<file path="src/rtl/game_pkg.sv">
// Shared encodings and helpers for the reaction game: FSM states, round results, LFSR taps.
// Pure declarations; no timing or flow control of its own.
package game_pkg;

    localparam logic [2:0] ST_IDLE      = 3'd0;
    localparam logic [2:0] ST_COUNTDOWN = 3'd1;
    localparam logic [2:0] ST_WAIT      = 3'd2;
    localparam logic [2:0] ST_GO        = 3'd3;
    localparam logic [2:0] ST_RESULT    = 3'd4;
    localparam logic [2:0] ST_FINISH    = 3'd5;

    typedef enum logic [1:0] {
        RES_NONE  = 2'd0,
        RES_HIT   = 2'd1,
        RES_EARLY = 2'd2,
        RES_MISS  = 2'd3
    } result_e;

    // Maximal-length Fibonacci tap masks; bit i set means register bit i feeds the XOR.
    function automatic logic [15:0] lfsr_taps(input int width);
        logic [15:0] taps;
        case (width)
            8:       taps = 16'h00B8;
            9:       taps = 16'h0110;
            10:      taps = 16'h0240;
            11:      taps = 16'h0500;
            12:      taps = 16'h0829;
            13:      taps = 16'h100D;
            14:      taps = 16'h2015;
            15:      taps = 16'h6000;
            16:      taps = 16'hD008;
            default: taps = 16'h00B8;
        endcase
        return taps;
    endfunction

    function automatic int clog2(input int value);
        int r;
        r = 0;
        while ((1 << r) < value) begin
            r = r + 1;
        end
        return r;
    endfunction

endpackage

</file>
<file path="src/rtl/btn_edge.sv">
// Two-flop synchroniser plus registered rising-edge detector for a raw button level.
// Latency: 3 cycles from button to one-cycle rise pulse; no backpressure.
module btn_edge (
    input  logic clk,
    input  logic rst,
    input  logic btn,
    output logic rise
);

    logic sync1;
    logic sync2;
    logic prev;

    always_ff @(posedge clk) begin
        if (rst) begin
            sync1 <= 1'b0;
            sync2 <= 1'b0;
            prev  <= 1'b0;
            rise  <= 1'b0;
        end else begin
            sync1 <= btn;
            sync2 <= sync1;
            prev  <= sync2;
            rise  <= sync2 & ~prev;
        end
    end

endmodule

</file>
<file path="src/rtl/reaction_game_core.sv">
// Reaction-time game engine: countdown, randomised hold-off, timed go window, per-round scoring.
// Button edges act 3 cycles after the press; counters advance on the divided tick; no backpressure.
module reaction_game_core
    import game_pkg::*;
#(
    parameter int TICK_DIV    = 1_000_000,
    parameter int ROUNDS      = 4,
    parameter int CNT_W       = 9,
    parameter int MIN_DELAY   = 100,
    parameter int TIMEOUT     = 300,
    parameter int COUNTDOWN   = 500,
    parameter int RESULT_HOLD = 100
) (
    input  logic                            clk,
    input  logic                            rst,
    input  logic                            enable,
    input  logic                            start,
    input  logic                            react,
    input  logic [CNT_W-1:0]                seed_in,
    output logic [2:0]                      state,
    output logic                            go,
    output logic [clog2(ROUNDS):0]          round_idx,
    output logic [1:0]                      result,
    output logic [CNT_W-1:0]                last_score,
    output logic [CNT_W+clog2(ROUNDS):0]    total_score,
    output logic [CNT_W+clog2(ROUNDS):0]    best_score,
    output logic [CNT_W+3:0]                countdown_left,
    output logic                            done
);

    localparam int RW = clog2(ROUNDS) + 1;
    localparam int TW = CNT_W + RW;
    localparam int HW = CNT_W + 4;
    localparam int DW = (TICK_DIV > 1) ? clog2(TICK_DIV) : 1;

    localparam logic [15:0]      TAPS_ALL   = lfsr_taps(CNT_W);
    localparam logic [CNT_W-1:0] TAPS       = TAPS_ALL[CNT_W-1:0];
    localparam logic [RW-1:0]    LAST_ROUND = RW'(ROUNDS - 1);
    localparam logic [CNT_W-1:0] MIN_D      = CNT_W'(MIN_DELAY);
    localparam logic [CNT_W-1:0] TMO        = CNT_W'(TIMEOUT);
    localparam logic [HW-1:0]    CD_LOAD    = HW'(COUNTDOWN);
    localparam logic [HW-1:0]    HOLD_LOAD  = HW'(RESULT_HOLD);
    localparam logic [DW-1:0]    DIV_LAST   = DW'(TICK_DIV - 1);

    logic             start_rise;
    logic             react_rise;
    logic [DW-1:0]    div_cnt;
    logic             tick;
    logic [CNT_W-1:0] free_cnt;
    logic [CNT_W-1:0] lfsr;
    logic [CNT_W-1:0] lfsr_next;
    logic [CNT_W-1:0] seed_mix;
    logic [CNT_W-1:0] delay_load;
    logic [CNT_W-1:0] delay_cnt;
    logic [CNT_W-1:0] go_cnt;
    logic [HW-1:0]    hold_cnt;
    logic             new_game;

    btn_edge u_start_edge (
        .clk  (clk),
        .rst  (rst),
        .btn  (start),
        .rise (start_rise)
    );

    btn_edge u_react_edge (
        .clk  (clk),
        .rst  (rst),
        .btn  (react),
        .rise (react_rise)
    );

    assign tick = (div_cnt == DIV_LAST);

    always_ff @(posedge clk) begin
        if (rst || tick) begin
            div_cnt <= '0;
        end else begin
            div_cnt <= div_cnt + DW'(1);
        end
    end

    // Free-running count only perturbs the seed so repeated identical seed_in values still differ.
    always_ff @(posedge clk) begin
        if (rst) begin
            free_cnt <= '0;
        end else begin
            free_cnt <= free_cnt + CNT_W'(1);
        end
    end

    assign seed_mix   = seed_in ^ free_cnt;
    assign lfsr_next  = {lfsr[CNT_W-2:0], ^(lfsr & TAPS)};
    assign delay_load = (lfsr < MIN_D) ? (lfsr + MIN_D) : lfsr;
    assign new_game   = start_rise && enable && ((state == ST_IDLE) || (state == ST_FINISH));

    always_ff @(posedge clk) begin
        if (rst) begin
            lfsr <= CNT_W'(1);
        end else if (new_game) begin
            lfsr <= (seed_mix == '0) ? CNT_W'(1) : seed_mix;
        end else if (tick) begin
            lfsr <= lfsr_next;
        end
    end

    assign go = (state == ST_GO);

    always_ff @(posedge clk) begin
        if (rst) begin
            state          <= ST_IDLE;
            round_idx      <= '0;
            result         <= RES_NONE;
            last_score     <= '0;
            total_score    <= '0;
            best_score     <= '0;
            countdown_left <= '0;
            delay_cnt      <= '0;
            go_cnt         <= '0;
            hold_cnt       <= '0;
            done           <= 1'b0;
        end else begin
            done <= 1'b0;
            if (!enable) begin
                state          <= ST_IDLE;
                round_idx      <= '0;
                result         <= RES_NONE;
                last_score     <= '0;
                total_score    <= '0;
                countdown_left <= '0;
                delay_cnt      <= '0;
                go_cnt         <= '0;
                hold_cnt       <= '0;
            end else begin
                case (state)
                    ST_IDLE, ST_FINISH: begin
                        if (start_rise) begin
                            total_score    <= '0;
                            round_idx      <= '0;
                            result         <= RES_NONE;
                            countdown_left <= CD_LOAD;
                            state          <= ST_COUNTDOWN;
                        end
                    end
                    ST_COUNTDOWN: begin
                        if (tick) begin
                            if (countdown_left <= HW'(1)) begin
                                countdown_left <= '0;
                                delay_cnt      <= delay_load;
                                state          <= ST_WAIT;
                            end else begin
                                countdown_left <= countdown_left - HW'(1);
                            end
                        end
                    end
                    ST_WAIT: begin
                        // A press on the very tick the hold-off expires still counts as early.
                        if (react_rise) begin
                            result     <= RES_EARLY;
                            last_score <= '0;
                            hold_cnt   <= HOLD_LOAD;
                            state      <= ST_RESULT;
                        end else if (tick) begin
                            if (delay_cnt <= CNT_W'(1)) begin
                                delay_cnt <= '0;
                                go_cnt    <= TMO;
                                state     <= ST_GO;
                            end else begin
                                delay_cnt <= delay_cnt - CNT_W'(1);
                            end
                        end
                    end
                    ST_GO: begin
                        if (react_rise) begin
                            result      <= RES_HIT;
                            last_score  <= go_cnt;
                            total_score <= total_score + TW'(go_cnt);
                            hold_cnt    <= HOLD_LOAD;
                            state       <= ST_RESULT;
                        end else if (tick) begin
                            if (go_cnt <= CNT_W'(1)) begin
                                go_cnt     <= '0;
                                result     <= RES_MISS;
                                last_score <= '0;
                                hold_cnt   <= HOLD_LOAD;
                                state      <= ST_RESULT;
                            end else begin
                                go_cnt <= go_cnt - CNT_W'(1);
                            end
                        end
                    end
                    ST_RESULT: begin
                        if (tick) begin
                            if (hold_cnt <= HW'(1)) begin
                                hold_cnt <= '0;
                                if (round_idx == LAST_ROUND) begin
                                    done  <= 1'b1;
                                    state <= ST_FINISH;
                                    if (total_score > best_score) begin
                                        best_score <= total_score;
                                    end
                                end else begin
                                    round_idx <= round_idx + RW'(1);
                                    delay_cnt <= delay_load;
                                    state     <= ST_WAIT;
                                end
                            end else begin
                                hold_cnt <= hold_cnt - HW'(1);
                            end
                        end
                    end
                    default: state <= ST_IDLE;
                endcase
            end
        end
    end

endmodule

</file>
<file path="config.mk">
export PLATFORM = sky130hd
export DESIGN_NAME = reaction_game_core
export DESIGN_NICKNAME = d
export VERILOG_FILES = /design/src/rtl/game_pkg.sv /design/src/rtl/btn_edge.sv /design/src/rtl/reaction_game_core.sv
export SDC_FILE = /design/constraint.sdc
export NUM_CORES = 1
export LEC_CHECK = 0
export BUFFER_PORTS_ARGS = -buffer_cell sky130_fd_sc_hd__buf_2
export CORE_UTILIZATION = 41
export CTS_CLUSTER_DIAMETER = 50
export DETAILED_ROUTE_END_ITERATION = 12
export PLACE_DENSITY = 0.65
export REMOVE_ABC_BUFFERS = 1
export SETUP_SLACK_MARGIN = 0.02
export SYNTH_ARGS = -nofsm -noshare
export SYNTH_HDL_FRONTEND = slang
export SYNTH_HIERARCHICAL = 1
export SYNTH_SLANG_ARGS = --single-unit
</file>
<file path="constraint.sdc">
create_clock -name clk -period 2.3 [get_ports clk]
set_clock_uncertainty 0.2 [all_clocks]
set_input_delay 0.23 -clock clk [delete_from_list [all_inputs] [get_ports clk]]
set_output_delay 0.23 -clock clk [all_outputs]
set_load 0.02 [all_outputs]
</file>
# Word-level counts from Yosys, hierarchy flattened
# Cells that the tools add are included.
# Widths: inputs -> output; s select.
# totals
word_cells,162
input_bits,14
output_inout_bits,56
reg_bits,132
# op_classes
mux,64
n_addsub,9
n_reduce_logical,28
eq_ne,24
bitwise,9
n_lt_le_gt_ge,6
# op_table
operator,n
$mux 9,22
$mux 13,9
$mux 3,16
$pmux 13 s3,1
$pmux 9 s2,2
$pmux 9 s3,1
$le 13x1->1 const B,2
$pmux 13 s2,1
$sub 13x1->13 const B,2
$mux 12,2
$pmux 12 s2,1
$add 20x1->20 const B,1
$eq 20x20->1 const B,1
$le 9x1->1 const B,2
$ne 2x2->1 const B,9
$sub 9x1->9 const B,2
$pmux 3 s5,1
$reduce_and 5->1,3
$add 12x9->12,1
$gt 12x12->1,1
$reduce_and 6->1,2
$mux 2,5
$reduce_bool 2->1,5
$add 9x1->9 const B,1
27 further kinds,47

# Longest topological paths before layout
# Gate-level depths: netlist of the first run.
# depth
word_depth,6
depth_mapped,10
ltp_nobuf,9

# Modules after synthesis
# Netlist of the first run, hierarchy kept.
# modules_own_cells
module,area_each_um2,instances,cells_each
reaction_game_core,7086.8,1,882
btn_edge,111.4,2,8

# Worst setup path after synthesis of the first run
# OpenSTA, ideal clock, no wires.
# synth_timing
kind,register -> register
startpoint,reg state[2]
endpoint,reg hold_cnt[4]
slack_ns,-0.249
arrival_time_ns,2.279
path_stages_with_launch,11
period_less_slack_ns,2.549
cell_sequence,dfxtp_1 > buf_2 > nand2b_1 > or2_2 > buf_2 > clkinv_1 > a21o_1 > a21boi_1 > buf_2 > o21ai_0 > a21oi_1
# synth_via
elab_chain_len,3
word_cells_on_any_way,10
# synth_rtl
element,line_no,text
start: declaration,reaction_game_core.sv:20,"output logic [2:0] state,"
start signal: assignment,reaction_game_core.sv:111,state <= ST_IDLE;
start signal: assignment,reaction_game_core.sv:125,state <= ST_IDLE;
start signal: assignment,reaction_game_core.sv:142,state <= ST_COUNTDOWN;
$eq 3x2->1 (*),--,
via go,reaction_game_core.sv:21,"output logic go,"
$ne 3x1->1 (no line) or $reduce_bool 3->1 (tied branches),--,
$reduce_and 5->1 (no line),--,
end signal: assignment,reaction_game_core.sv:208,hold_cnt <= hold_cnt - HW'(1);
end: declaration,reaction_game_core.sv:56,logic [HW-1:0] hold_cnt;
# Mark *: on every way through the listed nets, which the timed path passes. The rest lies on a longest branch.
# A chain may end at the register's enable or synchronous reset.

# Worst setup path in the final report of the first run
# layout_timing
startpoint,reg div_cnt[11]
endpoint,reg div_cnt[11]
# layout_via
elab_chain_len,2
word_cells_on_any_way,3
# layout_rtl
element,line_no,text
start: declaration,reaction_game_core.sv:47,logic [DW-1:0] div_cnt;
start signal: assignment,reaction_game_core.sv:79,div_cnt <= div_cnt + DW'(1);
"parallel branches: the longest is 2 deep, another holds $add 20x1->20",--,
# Several ways; the timed one is not identified.

==> results.sh, run 1 <==
export IMPL_max_vdd_ir_drop_mv=0.5681
export IMPL_antenna_found_initial=0
export IMPL_vias=7420
export IMPL_mostFrequentLayoutCells="buf_4 (131), dfxtp_1 (126), nor2_1 (87)"
export IMPL_clk_latency_ps=430
export IMPL_grt_usage=0.2239
export IMPL_layout_commonest_cell="buf_4"
export IMPL_leakagePower_nw=4.179
export IMPL_cts_clk_slew_worst_paths_ps=60
export IMPL_startpoint="div_cnt[11]"
export IMPL_ys_async_sr_fraction=0
export IMPL_numCtsBuffers=17
export IMPL_drive_gt1_frac=0.3446
export IMPL_via_per_inst=5.480
export IMPL_hold_viol_final=0
export IMPL_violations="negative setup slack"
export IMPL_ys_warn_count=6
export IMPL_timing_hold_ws_ps=21.71
export IMPL_grt_max_degree=38
export IMPL_ys_seq_area_frac=0.3615
export IMPL_fp_dieH_um=135.5
export IMPL_cp_max_fo=5
export IMPL_fin_setup_tns_ps=-4518
export IMPL_maxCapViolations=0
export IMPL_finish_net_count=1165
export IMPL_port_buffers=69
export IMPL_ant_nets=0
export IMPL_dp_slack_ps=-198.4
export IMPL_synth_flop_cell="dfxtp_1"
export IMPL_diodes=0
export IMPL_tritoncts="built"
export IMPL_worst_pin_slew_ps=689.9
export IMPL_netlist_instances=898
export IMPL_p_per_area_mw_per_mm2=540.2
export IMPL_ys_ff_latch=132
export IMPL_regToRegEndpoint="div_cnt[11]"
export IMPL_fmax_mhz=410.2
export IMPL_synth_edf_count=0
export IMPL_htree_num_levels=4
export IMPL_finalSetupViolCount=58
export IMPL_first_pass_iters=5
export IMPL_crit_type="reg -> reg"
export IMPL_hp_class="in -> reg"
export IMPL_yosysUniqueCellTypes=69
export IMPL_grt_pass1_vias=6809
export IMPL_maxSlewViolCount=0
export IMPL_cts_sinks=132
export IMPL_crit_path_end="div_cnt[11]"
export IMPL_gr_total_overflow=0
export IMPL_nFillCells=1468
export IMPL_final_core_util=0.6071
export IMPL_fin_crit_sh=1.060
export IMPL_ios=70
export IMPL_post_route_cell_area_mm2=0.01054
export IMPL_clock_path_buffers=2
export IMPL_die_area_mm2=0.01837
export IMPL_globalplace_congestion=0.8487
export IMPL_clockRootBuffer="clkbuf_16"
export IMPL_grt_pass1_wl_um=32660
export IMPL_start_util=0.4211
export IMPL_row_count=48
export IMPL_synthToLayoutAreaGrowth_pct=44.16
export IMPL_critPathCaptureType="flop"
export IMPL_reg2reg_depth=9
export IMPL_dp_hpwl_um=14100
export IMPL_status="finished with violations"
export IMPL_syn_area_per_cell_um2=8.140
export IMPL_post_route_min_period_ps=2438
export IMPL_r2r_start="div_cnt[11]"
export IMPL_die_x_um=135.5
export IMPL_syn_cell_area_mm2=0.007310
export IMPL_coreArea_mm2=0.01736
export IMPL_drt_wl_total_um=21150
export IMPL_post_drt_wl_per_cell_um=15.62
export IMPL_worstPathRequired_ps=2410
export IMPL_slew_headroom=0.5386
export IMPL_critPathArrivalTime_ps=2550
export IMPL_place_area_mm2=0.008812
export IMPL_drt_iter0_markers=365
export IMPL_drcViolationCount=0
export IMPL_setup_slack_ps=-137.8
export IMPL_rrSetupSlack_ps=-140
export IMPL_startpoint_type="flop"
export IMPL_rsz0062_at_grt="yes"
critical path, cell delays in order (launching register included):
cell and delay (ps):
dfxtp_2 320, or4b_4 540, nor4b_4 240, buf_4 200
buf_6 100, and3_4 220, buf_6 110, or2_4 180
clkbuf_16 180, nor2_2 40
cell usage after synthesis (7+ instances only):
cell      instances  share of area
a31oi_1          14          0.012
nand2_1          67          0.034
o31ai_1           9         0.0092
dfxtp_1         132           0.36
inv_1            33          0.017
clkbuf_1         30          0.015
ha_1             34          0.058
nor3_1           30          0.021
nand4_1          13          0.011
xor2_1           30          0.036
xnor2_1          13          0.016
a21oi_1          77          0.053
a21o_1            8         0.0082
or3_1            13          0.011
a311oi_1          9          0.011
o21bai_1          7         0.0072
mux2i_1          17          0.023
nor4_1           14          0.012
o21ai_0          44          0.030
nand3_1          29          0.020
and3_1           10         0.0086
a22o_1            9          0.011
nor2b_1          14          0.012
nand2b_1         35          0.030
nor2_1          109          0.056
through the flow:
stage	power, mW	cells
after floorplan	2.532	858
after global placement	2.654	1288
after detailed placement	2.656	1288
after CTS	5.695	1345
after global routing	5.873	1354
final	5.692	1354
how the worst min path moves through the flow:
stage                      start           endpoint  cells past startpoint
6_report                     rst     total_score[9]                      4
5_1_grt                      rst     total_score[9]                      4
4_1_cts                      rst    total_score[11]                      4
3_5_place_dp   u_start_edge/prev  u_start_edge/rise                      1
3_3_place_gp   u_react_edge/prev  u_react_edge/rise                      1
2_1_floorplan                rst        free_cnt[0]                      1
area by class of cell:
| class | count | area, um2 | area share |
|---|---|---|---|
| Timing Repair Buffer | 236 | 1779 | 0.1688 |
| Sequential cell | 132 | 2653 | 0.2517 |
| Multi-Input combinational cell | 695 | 5046 | 0.4789 |
| Inverter | 34 | 127.6 | 0.01211 |
| Tap cell | 225 | 281.5 | 0.02672 |
| Clock buffer | 20 | 446.7 | 0.04239 |
| Clock inverter | 12 | 203.9 | 0.01935 |
cell families after synthesis:
| family | synth area share |
|---|---|
| adders and majority gates | 0.06094 |
| DFF | 0.3615 |
| muxes | 0.02636 |
| buffers and inverters | 0.04194 |
| xor gates and xnor gates | 0.05152 |
| and+or+nand+nor | 0.2628 |
| AOI/OAI and AO/OA | 0.1950 |
routing by layer:
metal,global-route usage,share of wire
met1,0.2766,0.45
met2,0.3917,0.51
met3,0.04340,0.031
met4,0.06617,0.016
met5,0,0
sequential cells by signal, indices dropped and copies added, names as in the netlist, 2 cells and up:
signal / count
div_cnt: 20
countdown_left: 13
hold_cnt: 13
best_score: 12
total_score: 12
delay_cnt: 9
free_cnt: 9
go_cnt: 9
last_score: 9
lfsr: 9
round_idx: 3
state: 3
result: 2
repair_timing:
action / in CTS / in global routing
pin swaps: 29 / 58
setup buffers: 13 / 8
endpoints found under the setup margin: 74 / 107
cloned: 3 / 5
hold buffers: 10 / 0
resized for setup: 77 / 121
hold endpoints to repair: 10 / 0
report_power, final:
group          total (mW)  internal (mW)  switching, mW
registers            2.33           2.31         0.0225
logic               0.357          0.153          0.204
clock network        3.00           1.95           1.05
total                5.69           4.42           1.28
Power figures use the tool's default switching activity.
==> inputs of run 2 (changes only) <==
- CAP_MARGIN: default -> 20
- CORE_UTILIZATION: 41 -> 50
- PLACE_DENSITY: 0.65 -> 0.76
==> results.sh, run 2 (same netlist as run 1, synthesis figures left out) <==
export IMPL_maxCapViolations=0
export IMPL_crit_family="simple AND/OR/NAND/NOR gates"
export IMPL_nFillCells=947
export IMPL_finish_net_count=1167
export IMPL_port_buffers=69
export IMPL_grt_pass1_wl_um=31910
export IMPL_globalplace_congestion=0.9265
export IMPL_htree_num_levels=4
export IMPL_drt_wl_total_um=22480
export IMPL_post_route_min_period_ps=2518
export IMPL_multi_input_area_mm2=0.005036
export IMPL_largest_reg_flops=20
export IMPL_crit_type="reg -> reg"
export IMPL_layout_commonest_cell="buf_4"
export IMPL_slowest_delay_ps=540
export IMPL_power_switching_mw=1.227
export IMPL_fp_dieH_um=122.9
export IMPL_sw_frac_of_total=0.2315
export IMPL_clockRootBuffer="clkbuf_16"
export IMPL_leakagePower_nw=4.213
export IMPL_first_pass_iters=6
export IMPL_numCtsBuffers=17
export IMPL_top_register="div_cnt"
export IMPL_ios=70
export IMPL_maxSlewViolCount=0
export IMPL_mostFrequentLayoutCells="buf_4 (137), dfxtp_1 (125), nor2_1 (101)"
export IMPL_slew_headroom=0.6105
export IMPL_critPathArrivalTime_ps=2620
export IMPL_cts_sinks=132
export IMPL_die_x_um=122.9
export IMPL_cts_clk_slew_worst_paths_ps=60
export IMPL_grt_usage=0.2680
export IMPL_power_frac_clock=0.494
export IMPL_hp_class="in -> reg"
export IMPL_worstPathRequired_ps=2400
export IMPL_worst_pin_slew_ps=582.1
export IMPL_diodes=0
export IMPL_drt_iter0_markers=587
export IMPL_rsz0062_at_grt="yes"
export IMPL_gr_total_overflow=0
export IMPL_p_int_mw=4.071
export IMPL_dp_hpwl_um=13570
export IMPL_critPathCaptureType="flop"
export IMPL_hold_viol_final=0
export IMPL_synthToLayoutAreaGrowth_pct=42.08
export IMPL_vias=7780
export IMPL_clk_latency_ps=430
export IMPL_ant_nets=0
export IMPL_antenna_found_initial=0
export IMPL_setup_slack_ps=-218.3
export IMPL_cp_max_fo=6
export IMPL_status="finished with violations"
export IMPL_tritoncts="built"
export IMPL_drcViolationCount=0
export IMPL_violations="negative setup slack"
export IMPL_p_per_area_mw_per_mm2=510.1
export IMPL_die_area_mm2=0.01511
export IMPL_start_util=0.5186
export IMPL_via_per_inst=5.939
export IMPL_path_buf_inv=3
export IMPL_startpoint_type="flop"
export IMPL_fin_crit_sh=1.095
export IMPL_seqPwrFrac=0.441
export IMPL_comb_power_share=0.065
export IMPL_max_vdd_ir_drop_mv=0.4626
export IMPL_grt_max_degree=25
export IMPL_grt_pass1_vias=6822
export IMPL_fin_setup_tns_ps=-8717
export IMPL_reg_largest_list="div_cnt x20, countdown_left x13, hold_cnt x13"
export IMPL_finalSetupViolCount=97
export IMPL_regArea_mm2=0.002654
export IMPL_drive_gt1_frac=0.3425
export IMPL_post_drt_wl_per_cell_um=17.16
export IMPL_crit_chain="or4b_4, nor4b_4, buf_4, buf_8, and3_4, a21boi_4, buf_6, o21ai_2, a21oi_2"
export IMPL_crit_slowest_cell="or4b_4"
export IMPL_coreArea_mm2=0.01410
export IMPL_clock_path_buffers=2
export IMPL_fmax_mhz=397.1
export IMPL_final_core_util=0.7367
export IMPL_row_count=43
export IMPL_timing_hold_ws_ps=120.8
==> run 2: tightest hold or removal path: stages <==
cell and delay, ps:
buf_2 80, xor2_1 150, a21oi_1 60, nor2_1 90, a211o_1 100
==> run 2: area by class of cell <==
| class | count | share of cell area |
|---|---|---|
| Multi-Input combinational cell | 694 | 0.4849 |
| Sequential cell | 132 | 0.2555 |
| Timing Repair Buffer | 239 | 0.1704 |
| Clock buffer | 23 | 0.04795 |
| Tap cell | 180 | 0.02169 |
| Inverter | 34 | 0.01229 |
| Clock inverter | 8 | 0.007229 |
==> run 2: path summary, 6_finish.rpt <==
kind / start / end / slack, ps / depth (start not counted)
setup reg to reg: div_cnt[11] / hold_cnt[5] / -220 / 9
setup / recovery: div_cnt[11] / hold_cnt[5] / -220 / 9
hold reg to reg: u_start_edge/prev / u_start_edge/rise / 200 / 1
hold / removal: seed_in[0] / lfsr[0] / 120 / 5
==> run 2: layer usage <==
metal	global-route usage	routed length [um]
met3	0.04935	1481
met4	0.1128	665
met1	0.3432	9559
met2	0.4414	10770
met5	0	0
==> run 2: power by group through the flow <==
| stage | sequential, mW | combinational (mW) | clock (mW) |
|---|---|---|---|
| after floorplan | 2.39 | 0.146 | 0 |
| after global placement | 2.38 | 0.274 | 0 |
| after detailed placement | 2.38 | 0.277 | 0 |
| after CTS | 2.33 | 0.308 | 2.64 |
| after global routing | 2.34 | 0.369 | 2.74 |
| final | 2.34 | 0.344 | 2.62 |
==> run 2: metrics by stage <==
stage	std cells	total power, mW	worst slack [ps]	instance area (um2)
2_1_floorplan	858	2.532	-788.5	7131
3_3_place_gp	1237	2.656	-230.4	8705
3_5_place_dp	1237	2.659	-294.7	8705
4_1_cts	1299	5.278	-156.0	9769
5_1_grt	1310	5.448	-307.5	10390
6_report	1310	5.297	-218.3	10390
==> run 2: what timing repair did <==
| action | 4_1_cts | 5_1_grt |
|---|---|---|
| endpoints found under the setup margin | 65 | 87 |
| hold buffers | 11 | 0 |
| gates cloned | 2 | 1 |
| resized for setup | 57 | 134 |
| buffers inserted | 18 | 12 |
| pin swaps | 14 | 66 |
| hold endpoints to repair | 10 | 0 |
